## config.mk

```make
export PLATFORM = sky130hd
export DESIGN_NAME = dh_dw_sched
export DESIGN_NICKNAME = d
export VERILOG_FILES = /design/src/rtl/dh_dw_sched_pkg.sv /design/src/rtl/dh_dw_sched_acc_bank.sv /design/src/rtl/dh_dw_sched.sv
export SDC_FILE = /design/constraint.sdc
export NUM_CORES = 1
export LEC_CHECK = 0
export CORE_AREA = 2 2 239 241
export DETAILED_ROUTE_END_ITERATION = 8
export DIE_AREA = 0 0 241 243
export GPL_TIMING_DRIVEN = 0
export SYNTH_ARGS = -nofsm -noshare
export SYNTH_HDL_FRONTEND = slang
export SYNTH_SLANG_ARGS = --single-unit
```

## constraint.sdc

```tcl
create_clock -name clk -period 3.8 [get_ports clk]
set_input_delay 0.57 -clock clk [delete_from_list [all_inputs] [get_ports clk]]
set_output_delay 0.57 -clock clk [all_outputs]
set_load 0.01 [all_outputs]
```

## src/rtl/dh_dw_sched_pkg.sv

```systemverilog
// ---------------------------------------------------------------------------
// dh_dw_sched_pkg
// Shared definitions for the GRU dh/dW gradient sequencer:
//   DATABIT  - signed fixed-point width of unit results and gradient bank
//   ST_*     - sequencer state encodings
//   sat_add  - DATABIT-wide signed add that clamps instead of wrapping
// ---------------------------------------------------------------------------
package dh_dw_sched_pkg;

  localparam int DATABIT = 16;

  localparam logic [2:0] ST_IDLE  = 3'd0;
  localparam logic [2:0] ST_FETCH = 3'd1;
  localparam logic [2:0] ST_ISSUE = 3'd2;
  localparam logic [2:0] ST_WAIT  = 3'd3;
  localparam logic [2:0] ST_DRAIN = 3'd4;
  localparam logic [2:0] ST_DONE  = 3'd5;

  // Sum in DATABIT+1 bits; if the two top bits disagree the true result
  // left the representable range, so clamp toward the sign of the sum.
  function automatic logic signed [DATABIT-1:0] sat_add(
    input logic signed [DATABIT-1:0] a,
    input logic signed [DATABIT-1:0] b
  );
    logic signed [DATABIT:0] s;
    s = {a[DATABIT-1], a} + {b[DATABIT-1], b};
    if (s[DATABIT] != s[DATABIT-1])
      sat_add = s[DATABIT] ? {1'b1, {(DATABIT-1){1'b0}}}
                           : {1'b0, {(DATABIT-1){1'b1}}};
    else
      sat_add = s[DATABIT-1:0];
  endfunction

endpackage

```

## src/rtl/dh_dw_sched_acc_bank.sv

```systemverilog
// ---------------------------------------------------------------------------
// dh_acc_bank
// 4x4 bank of saturating gradient accumulators.
//   clk, rst_n       - clock, asynchronous active-low reset (bank -> 0)
//   clr              - synchronous clear of all 16 entries
//   wr_en, wr_row    - accumulate wr_r0..wr_r3 into row wr_row
//   rd_addr/rd_data  - combinational read, address {row[1:0], lane[1:0]}
// ---------------------------------------------------------------------------
module dh_acc_bank
  import dh_dw_sched_pkg::*;
(
  input  logic                      clk,
  input  logic                      rst_n,
  input  logic                      clr,
  input  logic                      wr_en,
  input  logic [1:0]                wr_row,
  input  logic signed [DATABIT-1:0] wr_r0,
  input  logic signed [DATABIT-1:0] wr_r1,
  input  logic signed [DATABIT-1:0] wr_r2,
  input  logic signed [DATABIT-1:0] wr_r3,
  input  logic [3:0]                rd_addr,
  output logic signed [DATABIT-1:0] rd_data
);

  logic signed [DATABIT-1:0] bank_reg [16];
  logic signed [DATABIT-1:0] acc_next [16];
  logic signed [DATABIT-1:0] lane_val [4];

  assign lane_val[0] = wr_r0;
  assign lane_val[1] = wr_r1;
  assign lane_val[2] = wr_r2;
  assign lane_val[3] = wr_r3;

  // Every entry precomputes its saturated sum; only the addressed row commits.
  generate
    for (genvar gi = 0; gi < 16; gi++) begin : g_entry
      assign acc_next[gi] = sat_add(bank_reg[gi], lane_val[gi % 4]);
    end
  endgenerate

  always_ff @(posedge clk or negedge rst_n) begin
    if (!rst_n) begin
      for (int i = 0; i < 16; i++) bank_reg[i] <= '0;
    end else if (clr) begin
      for (int i = 0; i < 16; i++) bank_reg[i] <= '0;
    end else if (wr_en) begin
      for (int i = 0; i < 16; i++)
        if (wr_row == 2'(i / 4)) bank_reg[i] <= acc_next[i];
    end
  end

  assign rd_data = bank_reg[rd_addr];

endmodule

```

## src/rtl/dh_dw_sched.sv

```systemverilog
// ---------------------------------------------------------------------------
// dh_dw_sched
// Sequencer for the GRU dh/dW gradient unit. Per timestep it fetches operands
// (op_req/op_ack), then for n = 0..3 issues the unit (dp_en/dp_n), waits for
// dp_valid and accumulates dp_r0..dp_r3 into row n of a 4x4 saturating bank.
//   start/clr_acc/t_len      - control, honoured only while idle
//   op_req/op_t/op_ack       - operand fetch handshake
//   dp_en/dp_n/dp_valid/dp_r*- gradient unit interface
//   busy/done/err_timeout    - status (err_timeout sticky until next start)
//   rd_addr/rd_data          - bank read port, {n, lane}
// ---------------------------------------------------------------------------
module dh_dw_sched
  import dh_dw_sched_pkg::*;
#(
  parameter int T_W     = 6,
  parameter int TIMEOUT = 64,
  parameter int TO_W    = 7
) (
  input  logic                      clk,
  input  logic                      rst_n,
  input  logic                      start,
  input  logic                      clr_acc,
  input  logic [T_W-1:0]            t_len,
  output logic                      op_req,
  output logic [T_W-1:0]            op_t,
  input  logic                      op_ack,
  output logic                      dp_en,
  output logic [1:0]                dp_n,
  input  logic                      dp_valid,
  input  logic signed [DATABIT-1:0] dp_r0,
  input  logic signed [DATABIT-1:0] dp_r1,
  input  logic signed [DATABIT-1:0] dp_r2,
  input  logic signed [DATABIT-1:0] dp_r3,
  output logic                      busy,
  output logic                      done,
  output logic                      err_timeout,
  input  logic [3:0]                rd_addr,
  output logic signed [DATABIT-1:0] rd_data
);

  logic [2:0]      state_reg;
  logic [T_W-1:0]  t_reg;
  logic [T_W-1:0]  tlen_reg;
  logic [1:0]      n_reg;
  logic [TO_W-1:0] to_cnt_reg;
  logic            err_reg;

  logic bank_clr;
  logic bank_wr;

  always_ff @(posedge clk or negedge rst_n) begin
    if (!rst_n) begin
      state_reg  <= ST_IDLE;
      t_reg      <= '0;
      tlen_reg   <= '0;
      n_reg      <= '0;
      to_cnt_reg <= '0;
      err_reg    <= 1'b0;
    end else begin
      case (state_reg)
        ST_IDLE: begin
          if (start) begin
            tlen_reg  <= t_len;
            err_reg   <= 1'b0;
            t_reg     <= '0;
            n_reg     <= '0;
            state_reg <= (t_len == '0) ? ST_DONE : ST_FETCH;
          end
        end
        ST_FETCH: begin
          if (op_ack) state_reg <= ST_ISSUE;
        end
        ST_ISSUE: begin
          to_cnt_reg <= '0;
          state_reg  <= ST_WAIT;
        end
        ST_WAIT: begin
          // A valid already high on entry is a fresh result: DRAIN guarantees
          // the previous job's level has dropped before the next ISSUE.
          if (dp_valid) begin
            state_reg <= ST_DRAIN;
          end else if (to_cnt_reg == TO_W'(TIMEOUT - 1)) begin
            err_reg   <= 1'b1;
            state_reg <= ST_DONE;
          end else begin
            to_cnt_reg <= to_cnt_reg + TO_W'(1);
          end
        end
        ST_DRAIN: begin
          if (!dp_valid) begin
            if (n_reg != 2'd3) begin
              n_reg     <= n_reg + 2'd1;
              state_reg <= ST_ISSUE;
            end else if (t_reg != tlen_reg - T_W'(1)) begin
              n_reg     <= '0;
              t_reg     <= t_reg + T_W'(1);
              state_reg <= ST_FETCH;
            end else begin
              state_reg <= ST_DONE;
            end
          end
        end
        ST_DONE:  state_reg <= ST_IDLE;
        default:  state_reg <= ST_IDLE;
      endcase
    end
  end

  // Clear and start may coincide; the clear lands on the same edge the sweep
  // begins, well before the first accumulate.
  assign bank_clr = (state_reg == ST_IDLE) && clr_acc;
  assign bank_wr  = (state_reg == ST_WAIT) && dp_valid;

  assign op_req      = (state_reg == ST_FETCH);
  assign op_t        = t_reg;
  assign dp_en       = (state_reg == ST_ISSUE) || (state_reg == ST_WAIT);
  assign dp_n        = n_reg;
  assign busy        = (state_reg == ST_FETCH) || (state_reg == ST_ISSUE) ||
                       (state_reg == ST_WAIT)  || (state_reg == ST_DRAIN);
  assign done        = (state_reg == ST_DONE);
  assign err_timeout = err_reg;

  dh_acc_bank u_bank (
    .clk     (clk),
    .rst_n   (rst_n),
    .clr     (bank_clr),
    .wr_en   (bank_wr),
    .wr_row  (n_reg),
    .wr_r0   (dp_r0),
    .wr_r1   (dp_r1),
    .wr_r2   (dp_r2),
    .wr_r3   (dp_r3),
    .rd_addr (rd_addr),
    .rd_data (rd_data)
  );

endmodule
```

# Word level (Yosys, flattened, before mapping)
# Index checks and enable logic that the tools add are counted.
word_totals:
  regBits: 281
  elab_cells: 187
classes:
  muxes: 79
  n_lt_le_gt_ge: 1
  n_addsub: 20
  n_eq_ne: 37
  reduce_logical: 27
  bitwise: 1
ops:
  columns: ["operator", "n"]
  rows:
  - ["$mux 16", 50]
  - ["$mux 256", 2]
  - ["$add 16x16->17", 16]
  - ["$bmux 16 s4", 1]
  - ["$mux 3", 8]
  - ["$mux 6", 4]
  - ["$ne 1x1->1", 16]
  - ["$ne 2x2->1 const B", 8]
  - ["$reduce_bool 2->1", 8]
  - ["$pmux 3 s5", 1]
  - ["$mux 7", 2]
  - ["$pmux 7 s2", 1]
  - ["$pmux 6 s2", 1]
  - ["$reduce_and 4->1", 3]
  - ["$reduce_and 2->1", 5]
  - ["$mux 2", 4]
  - ["$add 7x1->7 const B", 1]
  - ["$eq 7x6->1 const B", 1]
  - ["$add 6x1->6 const B", 1]
  - ["$eq 3x2->1 const B", 2]
  - ["$eq 3x3->1 const B", 2]
  - ["$logic_not 6->1", 1]
  - ["$ne 3x3->1 const B", 2]
  - ["$ne 6x6->1", 1]
  - ["17 further kinds", 24]

# Longest topological paths before layout
logic_depth:
  word_depth: 6
  ltp_mapped: 15
  ltp_nobuf: 14

# Cells and area by module
# A second synthesis with hierarchy kept.
hier_totals:
  hier_cells: 2645
  hier_area_um2: 25032.8
modules_own_cells:
  columns: ["module", "area_per_inst_um2", "seq_area_each_um2", "instances", "cells_per_inst"]
  rows:
  - ["dh_acc_bank", 23425.0, 6406.1, 1, 2461]
  - ["dh_dw_sched", 1607.8, 625.6, 1, 184]

# Worst setup path after synthesis
# No wires, ideal clock.
synth_timing:
  path_type: "input port to flip-flop"
  from: "in dp_r1[1]"
  to: "reg u_bank.bank_reg[44] (netlist name)"
  n_path_buf: 1
  setup_slack_ps: -24
  path_stages: 13
  t_arrival_ps: 3698
  setup_time_ps: 126
  t_required_ps: 3674
  cell_sequence: "ha_1 > a211oi_1 > nor2_1 > o211ai_2 > nand3_1 > o41a_1 > a41o_1 > mux2_4 > a2111o_1 > ha_1 > clkbuf_1 > nor2_1 > a221o_1"
synth_between:
  elab_chain_len: 6
  word_cells_on_any_way: 7
  classes_between: "add/sub: 1; eq/ne: 1; mux: 5"
synth_rtl:
  columns: ["element", "line", "rtl"]
  rows:
  - ["from (decl)", "dh_dw_sched.sv:31", "input logic signed [DATABIT-1:0] dp_r1,"]
  - ["$add 16x16->17 *", "dh_dw_sched_pkg.sv:26", "s = {a[DATABIT-1], a} + {b[DATABIT-1], b};"]
  - ["$mux 16 or $ne 1x1->1 (tied branches)", "dh_dw_sched_pkg.sv:28, dh_dw_sched_pkg.sv:27", null]
  - ["$mux 16 *", "dh_dw_sched_pkg.sv:27", "if (s[DATABIT] != s[DATABIT-1])"]
  - ["$mux 16 *", "dh_dw_sched_acc_bank.sv:48", "if (wr_row == 2'(i / 4)) bank_reg[i] <= acc_next[i];"]
  - ["$mux 256 *", "dh_dw_sched_acc_bank.sv:46", "end else if (wr_en) begin"]
  - ["$mux 256 *", "dh_dw_sched_acc_bank.sv:44", "end else if (clr) begin"]
  - ["to (signal, indexed assignment)", "dh_dw_sched_acc_bank.sv:48", null]
  - ["to (decl)", "dh_dw_sched_acc_bank.sv:25", "logic signed [DATABIT-1:0] bank_reg [16];"]
# Mark *: on every way between the ends. The rest lies on a longest branch, timed or not. The select of a mux whose other input is x is not followed.
# A chain may end at the register's enable or synchronous reset.

# Worst setup path after layout
layout_timing:
  from: "in rd_addr[1]"
  to: "out rd_data[14]"
layout_between:
  elab_chain_len: 4
layout_rtl:
  columns: ["element", "line", "rtl"]
  rows:
  - ["from (decl)", "dh_dw_sched.sv:37", "input logic [3:0] rd_addr,"]
  - ["$not 4->5 (implied by the code)", "dh_dw_sched_acc_bank.sv:52", "assign rd_data = bank_reg[rd_addr];"]
  - ["$bmux 16 s4", "dh_dw_sched_acc_bank.sv:52", null]
  - ["$mux 16 (implied by the code) (2 in series)", "dh_dw_sched_acc_bank.sv:52", null]
  - ["to (decl)", "dh_dw_sched.sv:38", "output logic signed [DATABIT-1:0] rd_data"]
# Every way passes these cells. The select of a mux whose other input is x is not followed.

==> impl_metrics.env <==
export IMPL_status="complete, no violations"
export IMPL_die_height_um=243
export IMPL_fillers=5228
export IMPL_dp_slack_ns=-1.760
export IMPL_cts_sinks=281
export IMPL_cts_reportedPaths_clkPinSlew_ns=0.06
export IMPL_holdPathStages=2
export IMPL_slowest_stage="mux4_2"
export IMPL_timing_final_hold_violations=0
export IMPL_r2r_start="u_bank.bank_reg[4]"
export IMPL_post_route_period_util_pct=99.70
export IMPL_syn_nets=3191
export IMPL_fin_area_mm2=0.02882
export IMPL_nets=3344
export IMPL_clkPwrFrac_pct=23.1
export IMPL_yosysWarnings=0
export IMPL_drv_cap=0
export IMPL_coreArea_mm2=0.05595
export IMPL_gr_usage_met3_pct=5.413
export IMPL_grt_max_degree=110
export IMPL_drive_gt1_share_pct=10.66
export IMPL_synth_edff_count=0
export IMPL_fin_util_pct=51.51
export IMPL_stdcell_count=3744
export IMPL_num_rows=87
export IMPL_leakagePower_nw=13.45
export IMPL_die_width_um=241
export IMPL_startpoint="rd_addr[1]"
export IMPL_hold_path_class="flop to flop"
export IMPL_critPathMaxStageDelay_ns=0.59
export IMPL_postRouteAntennaNets=0
export IMPL_worst_path_stages=5
export IMPL_worst_clock_skew_ns=0.02817
export IMPL_synth_cells=2802
export IMPL_synth_ff_type="dfrtp_1"
export IMPL_peakVddDrop_uv=448.5
export IMPL_place_gp_congestion=1.046
export IMPL_rr_worst_depth=14
export IMPL_insertion_delay_ns=0.58
export IMPL_via_per_inst=6.214
export IMPL_setup_viol=0
export IMPL_wl_per_cell_um=25.71
export IMPL_grt_overflow_total=0
export IMPL_grt_pass1_wl_um=140700
export IMPL_use_met1_pct=43.11
export IMPL_portBuffers=103
export IMPL_critPathArrivalTime_ns=3.22
export IMPL_switching_share_pct=45.11
export IMPL_startpoint_type="primary input"
export IMPL_vias=23270
export IMPL_avgSynthCellArea_um2=8.899
export IMPL_cp_max_fo=10
export IMPL_slew_headroom_pct=27.21
export IMPL_top_usage_layer="met2"
export IMPL_dp_cells=3663
export IMPL_dieArea_mm2=0.05856
export IMPL_drt_first_pass_iters=5
export IMPL_timing_final_max_slew_violations=0
export IMPL_critPathKind="primary input to primary output"
export IMPL_areaGrowthSynthToFinish_pct=15.58
export IMPL_postPlaceCellArea_mm2=0.02697
export IMPL_pwr_share_seq_pct=27.4
export IMPL_use_met2_pct=49.68
export IMPL_antenna_found_initial=7
export IMPL_intPower_mw=8.783
export IMPL_worst_pin_slew_ns=1.092
export IMPL_fin_ws_ns=0.01140
export IMPL_required_ns=3.23
export IMPL_crit_chain="clkbuf_1 > clkbuf_1 > mux4_2 > mux4_2 > clkdlybuf4s50_1"
export IMPL_ys_async_sr_fraction_pct=100.0
export IMPL_cts_root_buffer="clkbuf_16"
export IMPL_end_kind="primary output"
export IMPL_drt_initial_drc_count=1856
export IMPL_start_util_pct=44.57
export IMPL_rrSetupSlack_ns=0.09
export IMPL_grt_pass1_vias=22080
export IMPL_htree_num_levels=2
export IMPL_fin_crit_ns=3.789
export IMPL_grt_usage_pct=32.61
export IMPL_cp_top_family="buffers and inverters"
export IMPL_dp_hpwl_um=77180
export IMPL_p_comb_share_pct=49.4
export IMPL_path_buf_inv=3
export IMPL_wirelength_um=96250
export IMPL_power_density_mw_per_mm2=555.3
export IMPL_pin_count=109
export IMPL_cts_tree="done"
export IMPL_syn_area_mm2=0.02494
export IMPL_min_to="tlen_reg[5]"
export IMPL_r2r_end="u_bank.bank_reg[7]"
export IMPL_max_freq_mhz=263.9
export IMPL_clockBufferDepth=3
export IMPL_largest_reg_flops=256
export IMPL_synth_seq_cells=281
export IMPL_cts_made_buffers=38
export IMPL_p_switching_mw=7.219
export IMPL_hold_start="tlen_reg[5]"
export IMPL_ys_types=79
export IMPL_synth_seq_area_share_pct=28.20
export IMPL_drc_errors=0
## power groups by stage
| stage | Sequential, mW | Clock, mW | Combinational [mW] |
|---|---|---|---|
| final | 4.39 | 3.70 | 7.91 |
| after global routing | 4.38 | 3.85 | 8.73 |
| after CTS | 4.33 | 3.74 | 7.66 |
| after detailed placement | 4.38 | 0 | 7.52 |
| after global placement | 4.37 | 0 | 7.35 |
| after floorplan | 3.85 | 0 | 5.43 |
## stage by stage
stage | hold slack (ns) | total power [mW] | setup TNS (ns)
finish | 0.5106 | 16.00 | 0
global route | 0.5651 | 16.95 | -0.03391
CTS | 0.5237 | 15.73 | 0
detailed placement | 0.5142 | 11.89 | -265.82
global placement | 0.4966 | 11.72 | -3278.72
floorplan | 0.2744 | 9.276 | 0
## metal layers
metal | wire [µm] | share of wire (%)
met3 | 8064 | 8.4
met4 | 6738 | 7.0
met5 | 11 | 0.011
met1 | 39390 | 41
met2 | 42040 | 44
## area by class of cell
class	instances	area (µm²)	share of cell area (%)
diodes	5	12.51	0.04342
plain buffers	94	442.9	1.537
clock buffers	62	1182	4.103
clock inverters	6	58.81	0.2041
inverters	62	232.7	0.8075
multi-input cells	2361	17720	61.47
flip-flops and latches	281	7044	24.44
well taps	756	945.9	3.282
repair buffers	117	1184	4.107
## how the worst max path moves through the flow
stage	to	slack, ns
2_1_floorplan	u_bank.bank_reg[44]	0.08
3_3_place_gp	op_t[0]	-10.83
3_5_place_dp	u_bank.bank_reg[162]	-1.76
4_1_cts	u_bank.bank_reg[44]	-0.0000009
5_1_grt	u_bank.bank_reg[6]	-0.03
6_report	rd_data[14]	0.01
## placed cells by master, fill, tap and decap left out, drive strengths merged, types with 71 or more instances in the layout
| cell | Yosys | routed |
|---|---|---|
| o21ai | 317 | 317 |
| nand2 | 312 | 312 |
| ha | 293 | 293 |
| dfrtp | 281 | 281 |
| nor2 | 278 | 278 |
| a21oi | 198 | 198 |
| xnor2 | 134 | 134 |
| clkbuf | 76 | 133 |
| a21o | 89 | 89 |
| xor2 | 84 | 84 |
| mux4 | 80 | 80 |
| clkdlybuf4s50 | 0 | 71 |
## what timing repair did
item / in CTS / in global routing
gates cloned: 0 / 1
hold buffers: 1 / 0
resized for setup: 118 / 88
buffers inserted: 7 / 3
hold endpoints to repair: 26 / 0
pin swaps: 6 / 9
endpoints found under the setup margin: 252 / 213
## logic make-up (layout without fill, tap and decap cells)
| logic type | Yosys count | count (layout) | synth area share [%] |
|---|---|---|---|
| AND/OR/NAND/NOR | 827 | 827 | 14.53 |
| AO/OA/AOI/OAI | 919 | 919 | 23.58 |
| buffers and inverters | 160 | 341 | 2.464 |
| adder cells (fa/ha/maj) | 309 | 309 | 15.99 |
| XOR/XNOR | 218 | 218 | 7.657 |
| flip-flops | 281 | 281 | 28.20 |
| other | 0 | 5 | 0 |
| multiplexers | 88 | 88 | 7.587 |
## worst register-to-register path: stages (launching register included)
cell and delay, ns:
dfrtp_1 0.47, ha_2 0.37, a2111o_1 0.42, o211ai_1 0.10, o311ai_1 0.16, a41oi_1 0.30
a21oi_1 0.17, a21o_1 0.22, a21oi_2 0.20, xnor2_1 0.16, ha_2 0.36, nand2_1 0.12
nand2_2 0.15, clkbuf_16 0.27, o21ai_0 0.17
## cells in the mapped netlist, types with 23 or more instances
cell type	count	area [µm²]
nand3_1	43	215.2
inv_1	62	232.7
a31oi_1	25	156.4
clkbuf_1	75	281.5
a21o_1	89	668.1
a211oi_1	31	232.7
a221o_1	30	300.3
nor2_1	278	1044
o21bai_1	27	202.7
dfrtp_1	281	7032
a22o_1	23	201.4
nand2_1	312	1171
xnor2_1	134	1174
o21a_1	27	202.7
o21ai_0	314	1572
xor2_1	84	735.7
mux4_2	80	1802
a21oi_1	198	991.0
nor3_1	64	320.3
ha_1	293	3666
(Power assumes the default switching activity.)
